**src/rtl/spi_ram_pkg.sv**
```systemverilog
// spi_ram_pkg: shared definitions for the SPI-attached RAM controller.
//   CMD_W / DATA_W : command word width from the SPI slave, RAM data width
//   CMD_*          : opcode values carried in din[9:8]
//   state_t        : controller FSM state encoding
package spi_ram_pkg;

  localparam int CMD_W  = 10;
  localparam int DATA_W = 8;

  localparam logic [1:0] CMD_WR_ADDR = 2'b00;
  localparam logic [1:0] CMD_WR_DATA = 2'b01;
  localparam logic [1:0] CMD_RD_ADDR = 2'b10;
  localparam logic [1:0] CMD_RD_DATA = 2'b11;

  typedef enum logic [1:0] {
    IDLE    = 2'd0,
    FETCH   = 2'd1,
    TX_BUSY = 2'd2
  } state_t;

endpackage

```
**src/rtl/sp_ram_array.sv**
```systemverilog
// sp_ram_array: plain synchronous single-port RAM with a registered read.
// Contents are never reset.
//   clk   in   : clock, write and read both on rising edge
//   we    in   : write enable, writes wdata to mem[addr]
//   addr  in   : shared read/write address
//   wdata in   : write data
//   rdata out  : mem[addr] as it was before this edge's write
module sp_ram_array #(
  parameter int DEPTH  = 256,
  parameter int ADDR_W = 8,
  parameter int DATA_W = 8
) (
  input  logic              clk,
  input  logic              we,
  input  logic [ADDR_W-1:0] addr,
  input  logic [DATA_W-1:0] wdata,
  output logic [DATA_W-1:0] rdata
);

  logic [DATA_W-1:0] mem [DEPTH];

  always_ff @(posedge clk) begin
    if (we) begin
      mem[addr] <= wdata;
    end
    rdata <= mem[addr];
  end

endmodule

```
**src/rtl/spi_ram_ctrl.sv**
```systemverilog
// spi_ram_ctrl: command decoder + RAM sitting behind the SPI slave.
// Each rx_valid strobe executes din as a command ([9:8] opcode, [7:0]
// payload). A read returns data on dout with tx_valid held for TX_HOLD
// cycles so the slave can shift it out.
//   clk      in  : system clock
//   rst      in  : asynchronous, active-high reset
//   din      in  : 10-bit command word
//   rx_valid in  : single-cycle strobe qualifying din
//   dout     out : read data, holds its last value while tx_valid=0
//   tx_valid out : dout valid, high for TX_HOLD cycles per read
// Optional feature macro: RAM_ADDR_AUTOINC_EN (post-increment wr_addr on
// each WR_DATA and rd_addr after each FETCH, wrapping MEM_DEPTH-1 -> 0).
module spi_ram_ctrl
  import spi_ram_pkg::*;
#(
  parameter int MEM_DEPTH = 256,
  parameter int ADDR_SIZE = 8,
  parameter int TX_HOLD   = 10
) (
  input  logic              clk,
  input  logic              rst,
  input  logic [CMD_W-1:0]  din,
  input  logic              rx_valid,
  output logic [DATA_W-1:0] dout,
  output logic              tx_valid
);

  localparam int unsigned DEPTH_U = MEM_DEPTH;
  localparam int          CNT_W   = $clog2(TX_HOLD);

  state_t               state, state_next;
  logic [CNT_W-1:0]     hold_cnt;
  logic [ADDR_SIZE-1:0] wr_addr, rd_addr;
  logic                 rd_oob;

  logic [1:0]           opcode;
  logic [ADDR_SIZE-1:0] addr_payload;
  logic                 cmd_wr_addr, cmd_wr_data, cmd_rd_addr, cmd_rd_data;
  logic                 rd_accept;
  logic                 wr_in_range, rd_in_range;

  logic                 mem_we;
  logic [ADDR_SIZE-1:0] mem_addr;
  logic [DATA_W-1:0]    mem_rdata;

  assign opcode       = din[9:8];
  assign addr_payload = din[ADDR_SIZE-1:0];

  assign cmd_wr_addr = rx_valid && (opcode == CMD_WR_ADDR);
  assign cmd_wr_data = rx_valid && (opcode == CMD_WR_DATA);
  assign cmd_rd_addr = rx_valid && (opcode == CMD_RD_ADDR);
  assign cmd_rd_data = rx_valid && (opcode == CMD_RD_DATA);

  // A read already in flight (FETCH) swallows further RD_DATA commands.
  assign rd_accept = cmd_rd_data && (state != FETCH);

  assign wr_in_range = (32'(wr_addr) < DEPTH_U);
  assign rd_in_range = (32'(rd_addr) < DEPTH_U);

  // The array read is issued on the accepting edge itself, so rdata is
  // ready during FETCH and the port is free for writes arriving in FETCH.
  // A WR_DATA one strobe earlier has already landed by then.
  assign mem_we   = cmd_wr_data && wr_in_range;
  assign mem_addr = rd_accept ? rd_addr : wr_addr;

  assign tx_valid = (state == TX_BUSY);

  sp_ram_array #(
    .DEPTH (MEM_DEPTH),
    .ADDR_W(ADDR_SIZE),
    .DATA_W(DATA_W)
  ) u_array (
    .clk  (clk),
    .we   (mem_we),
    .addr (mem_addr),
    .wdata(din[DATA_W-1:0]),
    .rdata(mem_rdata)
  );

`ifdef RAM_ADDR_AUTOINC_EN
  // Wraps at MEM_DEPTH-1; out-of-range addresses just count on naturally.
  function automatic logic [ADDR_SIZE-1:0] addr_inc(input logic [ADDR_SIZE-1:0] a);
    return (32'(a) == DEPTH_U - 1) ? '0 : a + ADDR_SIZE'(1);
  endfunction
`endif

  always_ff @(posedge clk or posedge rst) begin
    if (rst) begin
      state <= IDLE;
    end else begin
      state <= state_next;
    end
  end

  always_comb begin
    state_next = state;
    unique case (state)
      IDLE: begin
        if (rd_accept) begin
          state_next = FETCH;
        end
      end
      FETCH: begin
        state_next = TX_BUSY;
      end
      TX_BUSY: begin
        if (rd_accept) begin
          state_next = FETCH;
        end else if (hold_cnt == '0) begin
          state_next = IDLE;
        end
      end
      default: begin
        state_next = IDLE;
      end
    endcase
  end

  // FETCH always reloads, so a restart gets a full fresh hold window.
  always_ff @(posedge clk or posedge rst) begin
    if (rst) begin
      hold_cnt <= '0;
    end else if (state == FETCH) begin
      hold_cnt <= CNT_W'(TX_HOLD - 1);
    end else if ((state == TX_BUSY) && (hold_cnt != '0)) begin
      hold_cnt <= hold_cnt - CNT_W'(1);
    end
  end

  always_ff @(posedge clk or posedge rst) begin
    if (rst) begin
      rd_oob <= 1'b0;
      dout   <= '0;
    end else begin
      if (rd_accept) begin
        rd_oob <= !rd_in_range;
      end
      if (state == FETCH) begin
        dout <= rd_oob ? '0 : mem_rdata;
      end
    end
  end

  always_ff @(posedge clk or posedge rst) begin
    if (rst) begin
      wr_addr <= '0;
    end else if (cmd_wr_addr) begin
      wr_addr <= addr_payload;
    end
`ifdef RAM_ADDR_AUTOINC_EN
    else if (cmd_wr_data) begin
      wr_addr <= addr_inc(wr_addr);
    end
`endif
  end

  // An explicit RD_ADDR arriving during FETCH wins over the post-increment.
  always_ff @(posedge clk or posedge rst) begin
    if (rst) begin
      rd_addr <= '0;
    end else if (cmd_rd_addr) begin
      rd_addr <= addr_payload;
    end
`ifdef RAM_ADDR_AUTOINC_EN
    else if (state == FETCH) begin
      rd_addr <= addr_inc(rd_addr);
    end
`endif
  end

endmodule
```
**config.mk**
```make
export PLATFORM = sky130hd
export DESIGN_NAME = spi_ram_ctrl
export DESIGN_NICKNAME = d
export VERILOG_FILES = /design/src/rtl/spi_ram_pkg.sv /design/src/rtl/sp_ram_array.sv /design/src/rtl/spi_ram_ctrl.sv
export SDC_FILE = /design/constraint.sdc
export NUM_CORES = 2
export LEC_CHECK = 0
export CORE_UTILIZATION = 40
export CTS_BUF_LIST = sky130_fd_sc_hd__clkbuf_4
export DETAILED_ROUTE_END_ITERATION = 10
export DONT_BUFFER_PORTS = 1
export PLACE_DENSITY = 0.64
export SETUP_SLACK_MARGIN = 0.4
export SLEW_MARGIN = 20
export SYNTH_ARGS = -nofsm -noshare
export SYNTH_HDL_FRONTEND = slang
export SYNTH_HIERARCHICAL = 1
export SYNTH_SLANG_ARGS = --single-unit
```
**constraint.sdc**
```tcl
create_clock -name clk -period 3.9 [get_ports clk]
set_input_delay 0.78 -clock clk [delete_from_list [all_inputs] [get_ports clk]]
set_output_delay 0.78 -clock clk [all_outputs]
set_load 0.05 [all_outputs]
```
After elaboration in Yosys (flattened, before gate mapping)
Memories as Yosys holds them, arrays and structs flattened. A register that Yosys moved wholly into a read port is not among the register bits. Index checks and enable logic that the tools add are counted.

Memories kept: 1. Output and inout port bits: 9. Input port bits: 13. Register bits: 30. Memory bits (writable): 2048. Logic and storage cells: 36.

Muxes and demuxes: 9. $add $sub $neg: 1. Equality and inequality tests: 8. Reductions and logical operators: 12.

Memory list: u_array.mem (depth 256, width 8, rd ports 1, clocked after Yosys merged registers in 1, wr ports 1, RTL line sp_ram_array.sv:20) `logic [DATA_W-1:0] mem [DEPTH];`.

Operator list (number): 4-bit 2-to-1 mux (2); 8-bit 2-to-1 mux (1); 2-bit equality test, second input constant (3); 1-bit logical AND (6); 2-bit 2-to-1 mux (3); 2-bit case mux with 3 select lines (1); 2-bit by 1-bit equality test with 1-bit output, second input constant (2); 2-bit logical NOT (2); 4-bit logical NOT (1); 4-bit nonzero test (1); 4-bit by 1-bit subtractor with 4-bit output, second input constant (1); 3-bit by 1-bit != test with 1-bit output, second input constant (1); 1-bit 2-to-1 mux (2); 2-bit by 1-bit != test with 1-bit output, second input constant (1); 2-bit != test, second input constant (1); 2-bit AND reduction (1); 2-bit nonzero test (1).

Longest topological paths before layout
Depth after elaboration: 5. Mapped depth: 15. Gate-level depth less buffers: 8.

By module
Netlist, hierarchy kept.

Modules (own cells, without submodules): sp_ram_array (times used 1, cells each 3547, area each 78492.8 um^2); spi_ram_ctrl (times used 1, cells each 119, area each 1360.1 um^2).

Worst setup path before layout
OpenSTA, ideal clock, no wires.

Path kind: input-to-reg. Start: input rx_valid. End: memory u_array.mem[112][0] (enable). Buffers on the path: 4. Slack: 0.293 ns. Data arrival time: 3.237 ns. Stages: 10. Library setup time: 0.370 ns. Path through: nand3_1 > nor2_4 > mux2_2 > buf_2 > nor2_1 > clkbuf_1 > clkbuf_1 > nand3_1 > clkbuf_1 > nor2_1.

Longest elaborated chain between the ends: 3.

RTL lines: start: declaration (RTL line spi_ram_ctrl.sv:23) `input logic rx_valid,`; 1-bit logical AND (RTL line spi_ram_ctrl.sv:52) `assign cmd_rd_data = rx_valid && (opcode == CMD_RD_DATA);`; 1-bit logical AND (RTL line spi_ram_ctrl.sv:55) `assign rd_accept = cmd_rd_data && (state != FETCH);`; 8-bit 2-to-1 mux (RTL line spi_ram_ctrl.sv:64) `assign mem_addr = rd_accept ? rd_addr : wr_addr;`; net mem_addr[2] (RTL line spi_ram_ctrl.sv:43) `logic [ADDR_SIZE-1:0] mem_addr;`; end: declaration (RTL line sp_ram_array.sv:20).

The timed path passes the listed nets, and every way through them passes these cells.

Worst setup path in the final report
Start: register state[0]. End: register u_array.rdata[4] (read register of u_array.mem).

Longest elaborated chain between the ends: 3.

RTL lines: start: declaration (RTL line spi_ram_ctrl.sv:31) `state_t state, state_next;`; start signal: assignment (RTL line spi_ram_ctrl.sv:91) `state <= state_next;`; 2-bit by 1-bit != test with 1-bit output (RTL line spi_ram_ctrl.sv:55); 1-bit logical AND (RTL line spi_ram_ctrl.sv:55); 8-bit 2-to-1 mux (RTL line spi_ram_ctrl.sv:64); net mem_addr[0] (RTL line spi_ram_ctrl.sv:43); end: declaration (RTL line sp_ram_array.sv:17) `output logic [DATA_W-1:0] rdata`.

The timed path passes the listed nets, and every way through them passes these cells. A chain may end at the register's enable or synchronous reset.

==> results_dict.tcl <==
set metrics [dict create \
    status "complete, no violations" \
    design.core.area_um2 198000 \
    cp_slowest_cell "mux2_8" \
    ys_seq_elements 2086 \
    reg2reg_setup_slack_ps 320 \
    hold_violations 0 \
    holdWs_ps 117 \
    synth_top_family_by_area "multiplexers" \
    globalplace.congestion 0.801 \
    max_stage_delay_ps 470 \
    crit_required_ps 5080 \
    setup_viol 0 \
    path_cells "nor2b_4 > nor2_4 > mux2_8 > buf_4 > buf_16 > buf_16 > buf_4 > mux4_2 > a22oi_1 > a21oi_1 > o41ai_4 > buf_4 > nand4_1" \
    grt_max_degree 259 \
    dieArea_um2 201000 \
    critical_path_cell_count 13 \
    yosys-mux-area-fraction_pct 14.8 \
    cts_root_buffer "clkbuf_4" \
    setup_ws_ps 319 \
    antenna_found_initial 10 \
    die_x_um 449 \
    insertion_delay_ps 1310 \
    htree_num_levels 6 \
    async_flop_share_pct 1.44 \
    synthFlopType "edfxtp_1" \
    grt_pass1_wl_um 292000 \
    worstReg2RegEnd "u_array/rdata[4]$_DFF_P_" \
    drv_slew 0 \
    leakage_nw 30.8 \
    r2r-start "state[0]$_DFFE_PP0P_" \
    cpLargestDelayFamily "buffers and inverters" \
    fin_nets 4576 \
    wirelength_um 201000 \
    ioPinCount 22 \
    clockBufferDepth 4 \
    syn_nets 3681 \
    setup.worst_path.end_class "flop" \
    crit_path_frequent_cell "buf_4" \
    path_buf_inv 5 \
    hold_class "in2reg" \
    synth.largest_area_cell "edfxtp_1" \
    synth_enable_flop_cells 2048 \
    rsz0062_at_grt "true" \
    worst_slew_pin_slew_ps 1170 \
    crit_fanout 11 \
    post-route-drc-count 0 \
    area.growth.synth_to_final_pct 19.2 \
    maxCapViolCount 0 \
    place_ws_ps -700 \
    track_usage_pct 19.7 \
    place_area_um2 87000 \
    ir_drop_uv 388 \
    syn_inst 3666 \
    final_antenna_net_count 0 \
    vias_per_cell 5.60 \
    fmaxAchievable_ghz 0.279 \
    register_area_um2 62400 \
    critical_path_arrival_ps 4760 \
    port_buffers 0 \
    whs_path_depth 2 \
    tritoncts "yes" \
    synth-xor-area-share_pct 0 \
    yosysSeqAreaShare_pct 78.2 \
    numClockSinks 2086 \
    first_iter_violations 4650 \
    postLayoutCoreUtil_pct 48.1 \
    initial_core_util_pct 40.4 \
    vias 42400 \
    period_minus_slack_ps 3580 \
    synthAdderAreaFrac_pct 0.0313 \
    yosysUniqueCellTypes 35 \
    avgSynthCellArea_um2 21.8 \
    grt_overflow_total 0 \
    dp_hpwl_um 114000 \
    fin_worst_skew_ps 91.3 \
    setup_tns_ps 0 \
    synth.top_cell.area_share_pct 77.0 \
    r2r_cells 13 \
    synth_compound_area_share_pct 3.62 \
    path_class "reg2reg" \
    yosys.area_share.simple_pct 1.99 \
    die_h_um 449 \
    path_clk_slew_ps 70 \
    detail_route.wl_per_cell_um 26.5 \
    period_share_pct 91.8 \
    grt_pass1_vias 43300 \
    final_area_um2 95200 \
    multi_input_area_um2 17100 \
    first_pass_iters 5 \
    placementRows 163 \
    slew_headroom_pct 21.7 \
    crit_start "state[0]$_DFFE_PP0P_" \
    yosysWarnings 6 \
    syn-cell-area_um2 79900 \
    crit_path_end "u_array/rdata[4]$_DFF_P_" \
    cts_made_buffers 537 \
    drive_above_1_share_pct 41.5 \
    powerDensity_nw_per_um2 539 \
    start_kind "flop" \
    synthTopCellsByArea "edfxtp_1, mux4_2, a22oi_1, nor2_1, dfrtp_1" \
    n_fill_cell 16300 \
]
==> kinds of logic after synthesis <==
| logic type | Yosys count |
|---|---|
| compound gates | 424 |
| fa+ha+maj | 2 |
| buf+inv | 241 |
| flops | 2086 |
| mux | 536 |
| simple gates | 377 |
==> power by group <==
group          total [mW]  switching [mW]  internal, mW
Sequential           25.1           0.330          24.8
Combinational        8.22            4.61          3.61
Clock                18.0            8.50          9.53
==> sequential cells by signal, indices dropped and copies added, names as in the netlist <==
signal,flops
dout,8
u_array/mem,2048
wr_addr,8
hold_cnt,4
u_array/rdata,8
rd_addr,8
state,2
==> stage by stage <==
step | instances | power (mW)
finish | 7567 | 51.3
global route | 7566 | 53.3
CTS | 7521 | 51.5
detailed placement | 6590 | 32.8
global placement | 6587 | 32.8
floorplan | 3666 | 29.9
==> how the worst min path moves through the flow <==
stage	start	slack (ps)	to
global placement	rd_addr[3]$_DFFE_PP0P_	480	rd_addr[3]$_DFFE_PP0P_
CTS	din[9]	0.2	rd_addr[4]$_DFFE_PP0P_
floorplan	u_array/rdata[0]$_DFF_P_	400	dout[0]$_DFFE_PP0N_
finish	din[9]	120	rd_addr[4]$_DFFE_PP0P_
detailed placement	rd_addr[6]$_DFFE_PP0P_	490	rd_addr[6]$_DFFE_PP0P_
global route	din[9]	40	rd_addr[3]$_DFFE_PP0P_
==> Yosys cell counts (2+ instances only) <==
cell and instances:
buf_2 37, nor2b_1 8, buf_4 16, nand2b_1 10, dfxtp_1 8, clkbuf_1 147
mux2_2 24, or3_1 4, o211ai_1 2, a22oi_1 256, nand2_1 53, nand4_1 8
dfrtp_1 30, a21oi_1 130, or2_2 2, nor3_1 31, and2_1 3, o21ai_0 2
nor2_1 236, ha_1 2, inv_1 5, nand3_1 16, buf_1 19, o41ai_1 32
edfxtp_1 2048, mux4_2 512, nor3b_1 2, buf_6 16
==> layout make-up <==
| cell class | count | area share, % |
|---|---|---|
| clock buffers | 753 | 5.94 |
| repair buffers | 590 | 6.14 |
| flip-flops and latches | 2086 | 65.6 |
| inverters | 5 | 0.0237 |
| well taps | 2640 | 3.47 |
| multi-input cells | 1341 | 18.0 |
| diodes | 11 | 0.0289 |
| clock inverters | 141 | 0.853 |
==> per-layer routing <==
metal  wire, µm  GRT usage (%)
met5         34              0
met4       4950           6.54
met3      18900           4.90
met2      95900           30.2
met1      81000           27.5
==> placed cells by master (no fill, tap or decap), types with 11 or more instances in the layout <==
master	instances
a22oi_1	213
dfrtp_1	30
nor2_2	32
a21oi_1	113
o41ai_2	17
a22oi_2	43
nand3_1	13
dlygate4sd3_1	15
diode_2	11
edfxtp_1	2048
mux4_2	512
nand2_1	53
inv_2	17
a21oi_2	16
buf_16	22
buf_4	475
nor2_1	203
nor3_1	31
clkinv_1	102
mux2_2	21
clkbuf_4	753
buf_12	68
==> what timing repair did <==
item,CTS,global route
gates cloned,3,3
gates resized for setup,47,67
hold endpoints to repair,2096,286
hold buffers,15,8
endpoints found under the setup margin,883,8
pin swaps,11,24
setup buffers,19,16
Note: power is estimated with default switching activity, not from simulation.
